<file path="src/rtl/uart_pkg.sv">
// Shared constants for the UART receive path: FSM encoding,
// frame bit levels, legal oversample ratios and parity types.
package uart_pkg;

    localparam logic [2:0] IDLE   = 3'd0;
    localparam logic [2:0] START  = 3'd1;
    localparam logic [2:0] DATA   = 3'd2;
    localparam logic [2:0] PARITY = 3'd3;
    localparam logic [2:0] STOP   = 3'd4;

    typedef enum logic [2:0] {
        ST_IDLE   = IDLE,
        ST_START  = START,
        ST_DATA   = DATA,
        ST_PARITY = PARITY,
        ST_STOP   = STOP
    } rx_state_e;

    localparam logic START_BIT = 1'b0;
    localparam logic STOP_BIT  = 1'b1;

    localparam int PRESC_8  = 8;
    localparam int PRESC_16 = 16;
    localparam int PRESC_32 = 32;

    localparam logic EVEN = 1'b0;
    localparam logic ODD  = 1'b1;

    function automatic logic majority3(
        input logic a,
        input logic b,
        input logic c
    );
        return (a & b) | (a & c) | (b & c);
    endfunction

endpackage

</file>
<file path="src/rtl/uart_rx_sampler.sv">
// Per-bit edge counter with three mid-bit samples; emits a registered
// decision strobe and majority-voted bit one cycle after the last sample.
module uart_rx_sampler
    import uart_pkg::*;
#(
    parameter int PRESCALE_WIDTH = 6
) (
    input  logic                      CLK,
    input  logic                      Reset,
    input  logic                      i_rx,
    input  logic                      i_active,
    input  logic                      i_clear,
    input  logic [PRESCALE_WIDTH-1:0] i_presc,
    output logic                      o_wrap,
    output logic                      o_strobe,
    output logic                      o_bit
);

    localparam logic [PRESCALE_WIDTH-1:0] ONE = PRESCALE_WIDTH'(1);

    logic [PRESCALE_WIDTH-1:0] r_cnt;
    logic [PRESCALE_WIDTH-1:0] w_half;
    logic                      r_s0;
    logic                      r_s1;
    logic                      r_strobe;
    logic                      r_bit;

    assign w_half   = i_presc >> 1;
    assign o_wrap   = i_active && (r_cnt == i_presc - ONE);
    assign o_strobe = r_strobe;
    assign o_bit    = r_bit;

    always_ff @(posedge CLK or negedge Reset) begin
        if (!Reset) begin
            r_cnt    <= '0;
            r_s0     <= 1'b1;
            r_s1     <= 1'b1;
            r_strobe <= 1'b0;
            r_bit    <= 1'b1;
        end else begin
            r_strobe <= 1'b0;
            if (i_clear) begin
                r_cnt <= '0;
            end else if (i_active) begin
                r_cnt <= o_wrap ? '0 : r_cnt + ONE;
                if (r_cnt == w_half - ONE)
                    r_s0 <= i_rx;
                if (r_cnt == w_half)
                    r_s1 <= i_rx;
                // third sample is voted directly off the line
                if (r_cnt == w_half + ONE) begin
                    r_strobe <= 1'b1;
                    r_bit    <= majority3(r_s0, r_s1, i_rx);
                end
            end
        end
    end

endmodule

</file>
<file path="src/rtl/uart_rx_core.sv">
// Oversampling UART receiver: frame FSM, shift register, parity/stop checks.
// Define UART_RX_SYNC_EN to put a 2-flop synchronizer on RX_IN.
module uart_rx_core
    import uart_pkg::*;
#(
    parameter int DATA_WIDTH     = 8,
    parameter int PRESCALE_WIDTH = 6
) (
    input  logic                      CLK,
    input  logic                      Reset,
    input  logic                      RX_IN,
    input  logic [PRESCALE_WIDTH-1:0] Prescale,
    input  logic                      Parity_EN,
    input  logic                      Parity_type,
    output logic [DATA_WIDTH-1:0]     P_DATA,
    output logic                      Data_valid,
    output logic                      Parity_error,
    output logic                      Stop_error,
    output logic                      Busy
);

    localparam int BW = (DATA_WIDTH > 1) ? $clog2(DATA_WIDTH) : 1;
    localparam logic [BW-1:0] LAST  = BW'(DATA_WIDTH - 1);
    localparam logic [BW-1:0] B_ONE = BW'(1);

    logic                      w_rx;
    rx_state_e                 r_state;
    rx_state_e                 w_state_nxt;
    logic [PRESCALE_WIDTH-1:0] r_presc;
    logic [PRESCALE_WIDTH-1:0] w_presc;
    logic                      r_par_en;
    logic                      r_par_type;
    logic [DATA_WIDTH-1:0]     r_shift;
    logic [DATA_WIDTH-1:0]     w_shift;
    logic [BW-1:0]             r_bitcnt;
    logic [BW-1:0]             w_bitcnt;
    logic                      r_par_err;
    logic                      w_par_err;
    logic                      w_par_exp;
    logic [DATA_WIDTH-1:0]     r_data;
    logic [DATA_WIDTH-1:0]     w_data;
    logic                      r_valid;
    logic                      w_valid;
    logic                      r_perr;
    logic                      w_perr;
    logic                      r_serr;
    logic                      w_serr;
    logic                      w_start;
    logic                      w_wrap;
    logic                      w_strobe;
    logic                      w_bit;

`ifdef UART_RX_SYNC_EN
    logic [1:0] r_sync;

    always_ff @(posedge CLK or negedge Reset) begin
        if (!Reset)
            r_sync <= 2'b11;
        else
            r_sync <= {r_sync[0], RX_IN};
    end

    assign w_rx = r_sync[1];
`else
    assign w_rx = RX_IN;
`endif

    uart_rx_sampler #(
        .PRESCALE_WIDTH(PRESCALE_WIDTH)
    ) u_sampler (
        .CLK     (CLK),
        .Reset   (Reset),
        .i_rx    (w_rx),
        .i_active(r_state != ST_IDLE),
        .i_clear (w_start),
        .i_presc (r_presc),
        .o_wrap  (w_wrap),
        .o_strobe(w_strobe),
        .o_bit   (w_bit)
    );

    // anything other than 16 or 32 runs at the base ratio of 8
    always_comb begin
        w_presc = PRESCALE_WIDTH'(PRESC_8);
        if (Prescale == PRESCALE_WIDTH'(PRESC_16) ||
            Prescale == PRESCALE_WIDTH'(PRESC_32))
            w_presc = Prescale;
    end

    assign w_par_exp = (r_par_type == ODD) ? ~^r_shift : ^r_shift;

    always_comb begin
        w_state_nxt = r_state;
        w_shift     = r_shift;
        w_bitcnt    = r_bitcnt;
        w_par_err   = r_par_err;
        w_data      = r_data;
        w_valid     = 1'b0;
        w_perr      = 1'b0;
        w_serr      = 1'b0;
        w_start     = 1'b0;
        unique case (r_state)
            ST_IDLE: begin
                if (w_rx == START_BIT) begin
                    w_state_nxt = ST_START;
                    w_start     = 1'b1;
                    w_bitcnt    = '0;
                    w_par_err   = 1'b0;
                end
            end
            ST_START: begin
                if (w_strobe && w_bit != START_BIT)
                    w_state_nxt = ST_IDLE;
                else if (w_wrap)
                    w_state_nxt = ST_DATA;
            end
            ST_DATA: begin
                if (w_strobe)
                    w_shift = {w_bit, r_shift[DATA_WIDTH-1:1]};
                if (w_wrap) begin
                    if (r_bitcnt == LAST) begin
                        w_bitcnt    = '0;
                        w_state_nxt = r_par_en ? ST_PARITY : ST_STOP;
                    end else begin
                        w_bitcnt = r_bitcnt + B_ONE;
                    end
                end
            end
            ST_PARITY: begin
                if (w_strobe)
                    w_par_err = (w_bit != w_par_exp);
                if (w_wrap)
                    w_state_nxt = ST_STOP;
            end
            ST_STOP: begin
                // resolve at mid-stop so a back-to-back start is not missed
                if (w_strobe) begin
                    w_state_nxt = ST_IDLE;
                    if (w_bit != STOP_BIT) begin
                        w_serr = 1'b1;
                    end else if (r_par_err) begin
                        w_perr = 1'b1;
                    end else begin
                        w_valid = 1'b1;
                        w_data  = r_shift;
                    end
                end
            end
            default: w_state_nxt = ST_IDLE;
        endcase
    end

    always_ff @(posedge CLK or negedge Reset) begin
        if (!Reset) begin
            r_state    <= ST_IDLE;
            r_presc    <= PRESCALE_WIDTH'(PRESC_8);
            r_par_en   <= 1'b0;
            r_par_type <= EVEN;
            r_shift    <= '0;
            r_bitcnt   <= '0;
            r_par_err  <= 1'b0;
            r_data     <= '0;
            r_valid    <= 1'b0;
            r_perr     <= 1'b0;
            r_serr     <= 1'b0;
        end else begin
            r_state   <= w_state_nxt;
            r_shift   <= w_shift;
            r_bitcnt  <= w_bitcnt;
            r_par_err <= w_par_err;
            r_data    <= w_data;
            r_valid   <= w_valid;
            r_perr    <= w_perr;
            r_serr    <= w_serr;
            if (w_start) begin
                r_presc    <= w_presc;
                r_par_en   <= Parity_EN;
                r_par_type <= Parity_type;
            end
        end
    end

    assign P_DATA       = r_data;
    assign Data_valid   = r_valid;
    assign Parity_error = r_perr;
    assign Stop_error   = r_serr;
    assign Busy         = (r_state != ST_IDLE);

endmodule

</file>
<file path="config.mk">
export PLATFORM = sky130hd
export DESIGN_NAME = uart_rx_core
export DESIGN_NICKNAME = d
export VERILOG_FILES = /design/src/rtl/uart_pkg.sv /design/src/rtl/uart_rx_sampler.sv /design/src/rtl/uart_rx_core.sv
export SDC_FILE = /design/constraint.sdc
export NUM_CORES = 1
export LEC_CHECK = 0
export CAP_MARGIN = 15
export CORE_ASPECT_RATIO = 1.4
export CORE_UTILIZATION = 30
export CTS_CLUSTER_DIAMETER = 30
export DETAILED_ROUTE_END_ITERATION = 8
export PLACE_DENSITY = 0.55
export SKIP_LAST_GASP = 1
export SLEW_MARGIN = 0
export SYNTH_ARGS = -nofsm -noshare
export SYNTH_HDL_FRONTEND = slang
export SYNTH_HIERARCHICAL = 1
export SYNTH_SLANG_ARGS = --single-unit
</file>
<file path="constraint.sdc">
create_clock -name CLK -period 3.5 [get_ports CLK]
set_input_delay 0.525 -clock CLK [delete_from_list [all_inputs] [get_ports CLK]]
set_output_delay 0.525 -clock CLK [all_outputs]
set_load 0.02 [all_outputs]
</file>
==> metrics <==
status complete, no violations; Fin. Hold Viols 0; clk_lat worst skew 0.28 ns; Hold Crit Class in -> async; top cells by area, synth dfrtp_1, xnor2_1, mux2_4, dfstp_2, mux2_2; GPL Wtd Cong 0.782; DRT Pass-1 Iters 4; WP data arrival 2.81 ns; CTS Root Cell clkbuf_16; final number of setup-violating endpoints 0; Highest Clock Rate 0.377 GHz; Hold WS 0.396 ns; fillers 819; CP Capture Type flop; CP required 3.66 ns; fin crit period 2.65 ns; Slew Viols, Final 0; CTS tree yes; R2R Setup Slk 0.85 ns; hold buffers post-CTS 0; Yosys cell types 52; reg2reg end r_bitcnt[1]; Mapped Cells 242; Post-synth top cells dfrtp_1, nand2_1, xnor2_1, nand3_1, o21ai_0; worst r2r path cells 12; unrepaired setup endpoints after global routing false; #FFs+latches synth 44; prevailing post-synth register cell dfrtp_1; CTS H-tree depth 2; core area 8200 um^2; most frequent cell after synthesis dfrtp_1; vias in the first global route 1810; CP Cell Sequence clkinv_1 > ha_1 > nor3b_1 > nand2_1 > xnor2_1 > a211oi_1 > buf_4 > and2_1 > nand2b_1 > nand3_1 > nand2_1 > o21ai_0; Post-route DRC 0; Syn Area/Cell 10.5 um^2; Crit Path Category reg -> reg; Critical Path Start Type flop; FFs w/ async S/R, synth 100%; Crit Path Max Fanout 10; setup bufs post-CTS 0; VDD IR max 0.264 mV; Starting Density 31.0%; Fin Setup TNS 0 ns; Power Total 0.00187 W; Post-DP HPWL 3.63 mm; CTS clk-pin slew, worst paths 0.06 ns; post-detailed-route wirelength per cell 13.6 um; layout cell share with drive strength beyond 1 14.4%; clock skew 0.00286 ns; Synth Cell Area 2540 um^2; Die Width 79.7 um; die outline height 111 um; crit-path max cell delay 0.50 ns; Synthesis Warnings 6; Resized Gates After CTS 0; Vias 1803; DIE AREA 8840 um^2; Rel. slew slack 35.9%; Leak Pwr 1.33 nW; diode count 0; synthesis-to-finish area growth 18.1%; Worst R2R Start r_presc[2]; largest net degree at the start of global routing 45; measured slew at the worst slew-check pin 0.962 ns; first-pass GRT wire length 8.60 mm; Vias/cell 4.94; Tcrit/Tclk final 75.8%; IO Pins 23; Std-Cell Rows 39; syn_nets 260; initial antenna violation count 0; MaxCap Viol Count 0; clock sinks 44; P per Cell Area 624 nW/um^2; quantity of I/O buffers inserted on ports 22; slowest CP cell dfrtp_1; GRT Total Usage 12.7%; Post-synth EDFFs 0; area share of the largest cell type after synthesis 39.4%; CP most frequent cell nand2_1; total CTS buffers 5; Seq/Total Area, Yosys 43.6%; wirelength, routed 4.98 mm; Max Root-Sink Buffers 2; Nets 280; initial DRC count 53; Antenna Nets Post-Route 0; Yosys top cell by area dfrtp_1; GR Overflow Total 0
placed cells by master, fill, tap and decap left out, drive strengths merged, types with 2 or more instances in the layout:
cell,netlist,routed
nand2,24,24
and2,2,2
o21a,2,2
buf,5,4
nor3,6,6
dfstp,4,4
mux2,20,20
or3,2,2
or4b,2,2
clkinv,1,2
nand4b,3,3
xnor2,15,15
inv,8,8
nand4,3,3
a21o,2,2
and3,3,3
nor2,12,12
xor2,9,9
clkbuf,7,6
o21ai,12,12
nor3b,2,2
a31oi,2,2
a2111oi,4,4
dfrtp,40,40
clkdlybuf4s50,0,21
o32ai,2,2
nor2b,5,5
nand3,12,12
ha,7,7
a21oi,5,5
nand2b,8,8
cell type report:
cell class	count	area, um^2	area share [%]
inverter	9	33.8	1.13
sequential	44	1110	36.9
clock inverter	2	35.0	1.17
timing repair buffer	25	238	7.93
multi-input combinational	177	1330	44.3
tap	102	128	4.26
clock buffer	6	129	4.30
cell families after synthesis:
family	count (synthesis)	synth area share, %
mux	20	10.1
buf+inv	21	4.09
compound gates	37	10.4
simple gates	87	18.8
xor+xnor	25	9.17
flops	44	43.6
fa+ha+maj	8	3.85
through the flow:
step	setup WS [ns]	instance area [um^2]	utilization [%]	instances
after global placement	0.857	2830	34.6	357
final	0.845	3000	36.6	365
after floorplan	0.836	2540	-	242
after detailed placement	0.843	2830	34.6	357
after global routing	0.546	3000	36.6	365
after CTS	0.829	3000	36.6	365
worst max-delay path, delay by kind of cell, from the launching register on:
kind | cells | cell delay (ns)
fa+ha+maj | 1 | 0.23
compound gates | 2 | 0.24
xor+xnor | 1 | 0.13
simple gates | 6 | 1.07
flops | 1 | 0.50
buf+inv | 2 | 0.34
metal layers:
| layer | part of all wire (%) | vias up | GRT usage [%] |
|---|---|---|---|
| met3 | 2.5 | 10 | 1.73 |
| met1 | 41 | 883 | 14.3 |
| met5 | 0 | - | 0 |
| met4 | 3.5 | 0 | 7.52 |
| met2 | 53 | 28 | 22.0 |
| li1 | - | 882 | - |
worst max path at each step:
stage	startpoint	end	slack, ns	depth (start not counted)
floorplan	r_presc[2]	r_bitcnt[0]	0.84	13
global placement	r_presc[2]	r_bitcnt[0]	0.86	12
detailed placement	r_presc[2]	r_bitcnt[1]	0.84	12
CTS	r_presc[2]	r_bitcnt[1]	0.83	12
global route	r_presc[2]	r_bitcnt[1]	0.55	12
finish	r_presc[2]	r_bitcnt[1]	0.85	12
power by group:
part	switching, W	internal (W)
combinational	0.000295	0.000287
sequential	0.000155	0.000610
clock	0.000188	0.000336
total	0.000638	0.00123
flip-flops by register name, summed over array words and instances (netlist names), 3 cells and up:
| signal | count |
|---|---|
| P_DATA | 8 |
| r_shift | 8 |
| r_presc | 6 |
| u_sampler/r_cnt | 6 |
| r_bitcnt | 3 |
| r_state | 3 |
Note: power is estimated with default switching activity, not from simulation.
